File: src/rtl/pwm_pkg.sv
// Shared definitions for the PWM stage: counting direction encoding and default width.
package pwm_pkg;

  localparam int BITS_DEFAULT = 8;

  typedef enum logic {
    DIR_UP   = 1'b0,
    DIR_DOWN = 1'b1
  } dir_t;

endpackage

File: src/rtl/pwm_shadow_reg.sv
// Staging and shadow registers for period/duty; new values reach the shadows only at a
// period boundary, with a direct bypass when the load lands on the boundary edge itself.
module pwm_shadow_reg
  import pwm_pkg::*;
#(
  parameter int BITS = BITS_DEFAULT
) (
  input  logic            clk,
  input  logic            reset,
  input  logic            load,
  input  logic            boundary,
  input  logic [BITS-1:0] period,
  input  logic [BITS-1:0] duty,
  output logic [BITS-1:0] period_sh,
  output logic [BITS-1:0] duty_sh,
  output logic            load_pending
);

  logic [BITS-1:0] period_stg;
  logic [BITS-1:0] duty_stg;

  always_ff @(posedge clk or posedge reset) begin
    if (reset) begin
      period_stg   <= '0;
      duty_stg     <= '0;
      period_sh    <= '0;
      duty_sh      <= '0;
      load_pending <= 1'b0;
    end else begin
      if (load) begin
        period_stg <= period;
        duty_stg   <= duty;
      end
      if (boundary) begin
        // A load coinciding with the boundary is newer than anything staged.
        if (load) begin
          period_sh <= period;
          duty_sh   <= duty;
        end else if (load_pending) begin
          period_sh <= period_stg;
          duty_sh   <= duty_stg;
        end
        load_pending <= 1'b0;
      end else if (load) begin
        load_pending <= 1'b1;
      end
    end
  end

endmodule

File: src/rtl/pwm_generator.sv
// Tick-paced PWM with glitch-free period/duty updates; center-aligned (up/down) counting
// is available when PWM_CENTER_ALIGNED_EN is defined, otherwise edge-aligned only.
module pwm_generator
  import pwm_pkg::*;
#(
  parameter int BITS = BITS_DEFAULT
) (
  input  logic            clk,
  input  logic            reset,
  input  logic            enable,
  input  logic [BITS-1:0] period,
  input  logic [BITS-1:0] duty,
  input  logic            load,
  output logic            load_pending,
  output logic [BITS-1:0] cnt,
  output logic            pwm_out,
  output logic            period_done
);

  logic [BITS-1:0] period_sh;
  logic [BITS-1:0] duty_sh;
  logic            boundary;

  pwm_shadow_reg #(.BITS(BITS)) u_shadow (
    .clk          (clk),
    .reset        (reset),
    .load         (load),
    .boundary     (boundary),
    .period       (period),
    .duty         (duty),
    .period_sh    (period_sh),
    .duty_sh      (duty_sh),
    .load_pending (load_pending)
  );

`ifdef PWM_CENTER_ALIGNED_EN
  dir_t dir;

  // period_sh==1 never enters the down leg, so its wrap is taken from cnt==1 while still going up.
  always_comb begin
    boundary = 1'b0;
    if (enable) begin
      if (period_sh == '0)
        boundary = 1'b1;
      else if (cnt == BITS'(1) && (dir == DIR_DOWN || period_sh == BITS'(1)))
        boundary = 1'b1;
    end
  end

  always_ff @(posedge clk or posedge reset) begin
    if (reset) begin
      cnt <= '0;
      dir <= DIR_UP;
    end else if (boundary) begin
      cnt <= '0;
      dir <= DIR_UP;
    end else if (enable) begin
      if (dir == DIR_UP) begin
        if (cnt >= period_sh) begin
          cnt <= cnt - BITS'(1);
          dir <= DIR_DOWN;
        end else begin
          cnt <= cnt + BITS'(1);
        end
      end else begin
        cnt <= cnt - BITS'(1);
      end
    end
  end
`else
  assign boundary = enable && (cnt == period_sh);

  always_ff @(posedge clk or posedge reset) begin
    if (reset)
      cnt <= '0;
    else if (boundary)
      cnt <= '0;
    else if (enable)
      cnt <= cnt + BITS'(1);
  end
`endif

  always_ff @(posedge clk or posedge reset) begin
    if (reset) begin
      pwm_out     <= 1'b0;
      period_done <= 1'b0;
    end else begin
      pwm_out     <= (cnt < duty_sh);
      period_done <= boundary;
    end
  end

endmodule

File: config.mk
export PLATFORM = sky130hd
export DESIGN_NAME = pwm_generator
export DESIGN_NICKNAME = d
export VERILOG_FILES = /design/src/rtl/pwm_pkg.sv /design/src/rtl/pwm_shadow_reg.sv /design/src/rtl/pwm_generator.sv
export SDC_FILE = /design/constraint.sdc
export NUM_CORES = 1
export LEC_CHECK = 0
export ABC_CLOCK_PERIOD_IN_PS = 4100
export CORE_MARGIN = 2
export CORE_UTILIZATION = 57
export CTS_BUF_LIST = sky130_fd_sc_hd__clkbuf_16
export DETAILED_ROUTE_END_ITERATION = 10
export GPL_ROUTABILITY_DRIVEN = 0
export HOLD_SLACK_MARGIN = 0.1
export PLACE_DENSITY = 0.84
export SYNTH_ARGS = -nofsm -noshare
export SYNTH_HDL_FRONTEND = slang
export SYNTH_SLANG_ARGS = --single-unit
File: constraint.sdc
create_clock -name clk -period 4.1 [get_ports clk]
set_input_delay 0.615 -clock clk [delete_from_list [all_inputs] [get_ports clk]]
set_output_delay 0.615 -clock clk [all_outputs]
set_load 0.05 [all_outputs]
==> results of run 1 <==
==> power by group through the flow <==
stage          registers [mW]  clock network [mW]  logic (mW)
5_1_grt                 0.681               0.397       0.623
6_report                0.660               0.371       0.563
4_1_cts                 0.661               0.380       0.572
3_3_place_gp            0.657                   0       0.545
3_5_place_dp            0.667                   0       0.568
2_1_floorplan           0.740                   0       0.321
==> logic make-up (layout without fill, tap and decap cells) <==
logic type | Yosys count | in the layout | share of synthesized area (%)
compound gates | 8 | 8 | 3.14
xor+xnor | 14 | 14 | 6.27
fa+ha+maj | 8 | 8 | 5.12
buf+inv | 14 | 49 | 3.26
flops | 43 | 43 | 55.1
mux | 32 | 32 | 20.4
simple gates | 27 | 27 | 6.79
==> layout by cell type, fill, tap and decap left out, drive strengths merged, types with 2 or more instances in the layout <==
cell,netlist,layout
nand2b,3,3
xor2,4,4
a21o,2,2
nand2,4,4
inv,9,10
ha,8,8
o21ai,2,2
nand3,4,4
dfrtp,43,43
xnor2,10,10
clkbuf,1,5
nor2,10,10
nand4,3,3
buf,4,2
clkdlybuf4s50,0,30
mux2,32,32
==> flip-flops by register name, indices dropped and copies added (netlist names) <==
register               flops
u_shadow.duty_stg          8
u_shadow.period_sh         8
pwm_out                    1
u_shadow.load_pending      1
u_shadow.duty_sh           8
period_done                1
u_shadow.period_stg        8
cnt                        8
==> layer usage <==
metal,vias to the layer above,GRT usage [%],part of all wire [%],routed length [um]
li1,560,-,-,-
met3,7,5.41,3.9,130
met2,29,33.3,49,1650
met5,-,0,0,0
met4,0,8.33,1.9,65
met1,585,26.0,45,1500
==> worst max-delay path by stage <==
stage / from / end / slack [ns] / cells past startpoint
4_1_cts: enable / u_shadow.period_sh[1] / 1.48 / 5
6_report: enable / u_shadow.period_sh[3] / 1.47 / 5
3_3_place_gp: enable / u_shadow.period_sh[6] / 1.32 / 5
3_5_place_dp: enable / u_shadow.duty_sh[2] / 1.20 / 5
2_1_floorplan: cnt[0] / u_shadow.duty_sh[0] / 2.16 / 6
5_1_grt: enable / u_shadow.duty_sh[2] / 1.24 / 5
==> stage by stage <==
step	setup slack [ns]	cells	utilization, %	cell area (um2)	power (mW)
4_1_cts	1.48	227	73.7	2440	1.61
2_1_floorplan	2.16	146	-	1950	1.06
3_3_place_gp	1.32	219	69.4	2300	1.20
5_1_grt	1.24	227	73.7	2440	1.70
3_5_place_dp	1.20	219	69.4	2300	1.23
6_report	1.47	227	73.7	2440	1.59
==> layout make-up <==
type	instances	area, um2	area share, %
clock buffers	5	125	5.13
clock inverters	3	16.3	0.667
inverters	9	33.8	1.39
multi-input cells	89	815	33.4
flip-flops and latches	43	1080	44.1
well taps	46	57.6	2.36
repair buffers	32	315	12.9
==> worst max-delay path: stages <==
cell	delay, ns
sky130_fd_sc_hd__clkdlybuf4s50_1	0.65
sky130_fd_sc_hd__nand2_1	0.10
sky130_fd_sc_hd__nor3_2	0.55
sky130_fd_sc_hd__o21ai_2	0.45
sky130_fd_sc_hd__mux2_4	0.42
==> flow_summary.rst, run 1 <==
.. list-table::
   :header-rows: 1

   * - Metric
     - Value
   * - DIE HEIGHT
     - 62.6 um
   * - Fill cell instance count of the final layout
     - 233
   * - Portion of total power attributed to the clock network
     - 23.3%
   * - TritonCTS clock tree
     - yes
   * - Via count of the first global-routing pass
     - 1,280
   * - List of most frequent post-synthesis cells
     - sky130_fd_sc_hd__dfrtp_1, sky130_fd_sc_hd__mux2_2, sky130_fd_sc_hd__mux2_4, sky130_fd_sc_hd__nor2_1, sky130_fd_sc_hd__xnor2_1
   * - Hold Path Cell Cnt
     - 1
   * - Post-Route Setup TNS
     - 0 ns
   * - Most frequent cell after synthesis
     - sky130_fd_sc_hd__dfrtp_1
   * - Overall Global Routing Usage
     - 20.4%
   * - Via count
     - 1,181
   * - Portion of total power attributed to sequential cells
     - 41.4%
   * - Leak pwr
     - 1.11 nW
   * - Total Die Area
     - 0.00391 mm2
   * - Launch instance of the worst register-to-register path
     - cnt[4]
   * - Yosys reg bits
     - 43
   * - Cell Rows
     - 21
   * - First-pass GRT wire length
     - 6110 um
   * - Clock-pin slew on the worst setup and hold paths
     - 0.06 ns
   * - Instance count of the mapped netlist
     - 146
   * - Final Slew Violations
     - 0
   * - Worst-case hold slack
     - 0.492 ns
   * - Share of the yosys chip area belonging to registers
     - 55.1%
   * - Status
     - completed
   * - Startpoint of the worst hold path
     - u_shadow.duty_stg[4]
   * - Type of the tightest min-delay check
     - reg -> reg
   * - Post-route ant nets
     - 0
   * - Count of unresolved DRC violations after routing
     - 0
   * - Number of I/O pins
     - 31
   * - Total number of clock tree sinks
     - 43
   * - Yosys top cell by area
     - sky130_fd_sc_hd__dfrtp_1
   * - Worst Setup Path Type
     - in -> reg
   * - Number of diodes added for antenna fixing
     - 0
   * - Detailed placement HPWL
     - 2410 um
   * - Post-cts hold buffer count
     - 0
   * - Growth of design area from synthesis to finish
     - 24.8%
   * - Internal Power
     - 1.05 mW
   * - Share of the cycle needed by the critical path after routing
     - 64.2%
   * - Arrival time reported for the critical path endpoint
     - 2.80 ns
   * - Final worst clock skew
     - 0.00325 ns
   * - Number of synthesized flops with an enable pin
     - 0
   * - Share of layout cells above drive strength 1
     - 23.8%
   * - Root Buffer
     - sky130_fd_sc_hd__clkbuf_16
   * - Capture instance of the worst register-to-register path
     - u_shadow.period_sh[3]
   * - Initial drt markers
     - 57
   * - Leftover overflow at the end of global routing
     - 0
   * - Cell area after synthesis
     - 0.00195 mm2
   * - Prevailing post-synth register cell
     - sky130_fd_sc_hd__dfrtp_1
   * - Area share of the largest cell type after synthesis
     - 55.1%
   * - H-tree depth reported by CTS
     - 2
   * - Worst R2R Path Depth
     - 5
   * - Per-instance average area after synthesis
     - 13.4 um2
   * - Net Sw Power
     - 0.540 mW
   * - Port Buf Inserts
     - 30
   * - Relative max-transition margin
     - 31.0%
   * - Synthesized net count
     - 174
   * - Clock buffer count from CTS
     - 5
   * - Routed Wire Length
     - 3340 um
   * - Top cells by area in the synthesized netlist
     - sky130_fd_sc_hd__dfrtp_1, sky130_fd_sc_hd__mux2_2, sky130_fd_sc_hd__mux2_4
   * - Pin slew with the least headroom to its limit
     - 1.03 ns
   * - Initial Util
     - 59.0%
   * - Detailed-routing iteration count for the pre-antenna-repair pass
     - 4
   * - Critical path required time
     - 4.27 ns
   * - Buffer levels on the longest clock path
     - 2
   * - Net switching share of the total power
     - 33.8%
   * - Achievable Freq
     - 0.380 GHz
   * - Maxcap violations
     - 0
   * - Tmin final
     - 2.63 ns
   * - Insertion delay to the later sink of the worst-skew pair
     - 0.28 ns
   * - Library cells used by synthesis
     - 25
   * - Largest net degree at the start of global routing
     - 44
   * - Post-synth ARST share
     - 100%
   * - Max VDD drop
     - 0.370 mV
   * - Setup repair after global routing missed its margin
     - false
   * - Kind of start point of the critical path
     - primary input
   * - Number of post-CTS setup repair buffers
     - 0
   * - PwrDens
     - 654 mW/mm2
   * - Synth warnings
     - 0
   * - Number of hold-slack violations in the final timing report
     - 0
   * - Routed via count divided by cell count
     - 5.20
   * - Register-to-Register Setup Slack
     - 1.77 ns
   * - Antenna violations before repair
     - 0
   * - Number of resized instances in the post-cts repair step
     - 0
   * - Highest net fanout along the worst path
     - 16
   * - Area inside the core boundary
     - 0.00331 mm2
   * - Count of final setup violators
     - 0
   * - Number of nets in the final layout
     - 208
   * - Endpoint of the worst hold-timing path
     - u_shadow.duty_stg[4]
   * - Crit. End Element
     - flop
   * - Detail-routed net length per standard cell
     - 14.7 um
   * - Combinational power share
     - 35.3%
   * - Width of the chip
     - 62.6 um
(Power assumes the default switching activity.)
==> inputs of run 2 (changes only) <==
Settings changed: ABC_CLOCK_PERIOD_IN_PS 4100 to 2130, CORE_UTILIZATION 57 to 47, PLACE_DENSITY 0.84 to 0.74.
Clock period 4.1 ns to 2.13 ns, I/O delays scaled along.
==> run 2 against run 1 <==
Effect of this change: total power grew 92%; worst hold slack lost 0.0059 ns; register-to-register slack lost 1.5 ns; clock skew shrank 0.00086 ns; first-iteration DRC count grew 51%; combinational power grew 92%; highest routed layer unchanged.
==> flow_summary.rst, run 2 (synthesis results as in run 1) <==
.. list-table::
   :header-rows: 1

   * - Metric
     - Value
   * - Post-cts hold buffer count
     - 0
   * - Initial drt markers
     - 86
   * - Post-Route Setup TNS
     - 0 ns
   * - Highest net fanout along the worst path
     - 6
   * - Total Die Area
     - 0.00469 mm2
   * - PwrDens
     - 1250 mW/mm2
   * - Worst Setup Path Type
     - reg -> out
   * - Detailed-routing iteration count for the pre-antenna-repair pass
     - 4
   * - Met2 Track Usage GR
     - 31.1%
   * - Growth of design area from synthesis to finish
     - 25.5%
   * - Routed via count divided by cell count
     - 5.18
   * - Most common cell after layout, fill and taps aside
     - sky130_fd_sc_hd__dfrtp_1
   * - Maxcap violations
     - 0
   * - Setup repair after global routing missed its margin
     - false
   * - Insertion delay to the later sink of the worst-skew pair
     - 0.28 ns
   * - Critical path required time
     - 1.81 ns
   * - Area inside the core boundary
     - 0.00400 mm2
   * - Achievable Freq
     - 0.508 GHz
   * - Share of the cycle needed by the critical path after routing
     - 92.4%
   * - Width of the chip
     - 68.5 um
   * - Kind of start point of the critical path
     - flop
   * - Max VDD drop
     - 0.462 mV
   * - Clock-pin slew on the worst setup and hold paths
     - 0.06 ns
   * - Detailed placement HPWL
     - 2600 um
   * - Register cell area after layout
     - 0.00108 mm2
   * - Antenna violations before repair
     - 0
   * - Buffer levels on the longest clock path
     - 2
   * - Number of hold-slack violations in the final timing report
     - 0
   * - Status
     - completed
   * - Kind of cell with the highest combined delay on the critical path
     - buffers and inverters
   * - Routed Wire Length
     - 3700 um
   * - Pin slew with the least headroom to its limit
     - 0.987 ns
   * - Root Buffer
     - sky130_fd_sc_hd__clkbuf_16
   * - Number of post-CTS setup repair buffers
     - 0
   * - Crit-path max cell delay
     - 0.86 ns
   * - Number of buffers and inverters on the critical path
     - 1
   * - Number of nets in the final layout
     - 210
   * - Met3 track utilization from global routing
     - 4.61%
   * - Count of final setup violators
     - 0
   * - Overall Power
     - 3.06 mW
   * - Number of I/O pins
     - 31
   * - Number of diodes added for antenna fixing
     - 0
   * - Overall Global Routing Usage
     - 18.4%
   * - TritonCTS clock tree
     - yes
   * - Number of resized instances in the post-cts repair step
     - 0
   * - GRT met1 Usage
     - 22.6%
   * - Arrival time reported for the critical path endpoint
     - 1.65 ns
   * - Total number of clock tree sinks
     - 43
   * - Share of layout cells above drive strength 1
     - 23.5%
   * - First-pass GRT wire length
     - 6150 um
   * - Leftover overflow at the end of global routing
     - 0
   * - Commonest cells after routing, fill and taps aside
     - sky130_fd_sc_hd__dfrtp_1, sky130_fd_sc_hd__clkdlybuf4s50_1, sky130_fd_sc_hd__mux2_2
   * - Tmin final
     - 1.97 ns
   * - Worst-path cell chain
     - clkdlybuf4s50_1
   * - Post-route ant nets
     - 0
   * - Initial Util
     - 48.9%
   * - Leak pwr
     - 1.12 nW
   * - Clock buffer count from CTS
     - 5
   * - Detail-routed net length per standard cell
     - 15.9 um
   * - Area occupied by multi-input gates
     - 815 um2
   * - Final Slew Violations
     - 0
   * - Count of unresolved DRC violations after routing
     - 0
   * - Via count of the first global-routing pass
     - 1,217
   * - Largest net degree at the start of global routing
     - 44
   * - Fill cell instance count of the final layout
     - 303
   * - CP max stage cell
     - sky130_fd_sc_hd__clkdlybuf4s50_1
   * - Port Buf Inserts
     - 30
   * - Crit. End Element
     - output pin
   * - Cell Rows
     - 23
   * - DIE HEIGHT
     - 68.5 um
   * - Relative max-transition margin
     - 34.2%
   * - Final worst clock skew
     - 0.00239 ns
   * - Register-to-Register Setup Slack
     - 0.24 ns
   * - Via count
     - 1,208
   * - Layer carrying the most global-route usage
     - met2
   * - H-tree depth reported by CTS
     - 2
   * - Type of the tightest min-delay check
     - in -> async
[run 2: cell types whose count changed in the layout (fill, tap and decap cells not counted)]
| cell | delta |
|---|---|
| sky130_fd_sc_hd__buf_4 | +2 |
| sky130_fd_sc_hd__clkinv_1 | +2 |
| sky130_fd_sc_hd__clkinv_2 | -1 |
| sky130_fd_sc_hd__clkinvlp_4 | -1 |
[run 2: final cells by class]
cell class,instances,share of cell area [%]
timing repair buffer,34,13.5
sequential,43,43.9
inverter,9,1.38
clock inverter,3,0.459
tap,50,2.55
clock buffer,5,5.10
multi-input combinational,89,33.2
[run 2: final timing paths]
check                                              end  cells past startpoint                  from
worst max-delay path                            cnt[3]                      1                cnt[3]
worst min-delay path            u_shadow.period_stg[5]                      3                 reset
worst max register to register   u_shadow.period_sh[3]                      5                cnt[0]
worst min register to register    u_shadow.duty_stg[6]                      1  u_shadow.duty_stg[6]
max in group asynchronous          u_shadow.duty_sh[1]                      3                 reset
min in group clk                  u_shadow.duty_stg[6]                      1  u_shadow.duty_stg[6]
[run 2: through the flow]
step | area (um2) | hold WS [ns] | instances | setup slack [ns] | utilization, %
global placement | 2320 | 0.482 | 225 | 0.0639 | 57.9
floorplan | 1950 | 0.469 | 146 | 0.195 | -
CTS | 2450 | 0.498 | 233 | 0.151 | 61.3
finish | 2450 | 0.486 | 233 | 0.162 | 61.3
detailed placement | 2320 | 0.486 | 225 | -0.000141 | 57.9
global route | 2450 | 0.514 | 233 | 0.0819 | 61.3
[run 2: power breakdown]
part | switching (mW) | internal [mW] | leakage, nW
logic | 0.524 | 0.561 | 0.522
clock network | 0.281 | 0.421 | 0.0701
registers | 0.231 | 1.05 | 0.524
total | 1.04 | 2.03 | 1.12
[run 2: routing by layer]
metal	up-vias	routed length (um)
li1	568	-
met1	610	1560
met2	22	1950
met3	8	117
met4	0	70
met5	-	0
==> inputs of run 3 (changes only) <==
Settings changed: CTS_CLUSTER_SIZE set to 14.
==> results of run 3 <==
Final layout, timing and power as in run 2 (identical DEF).
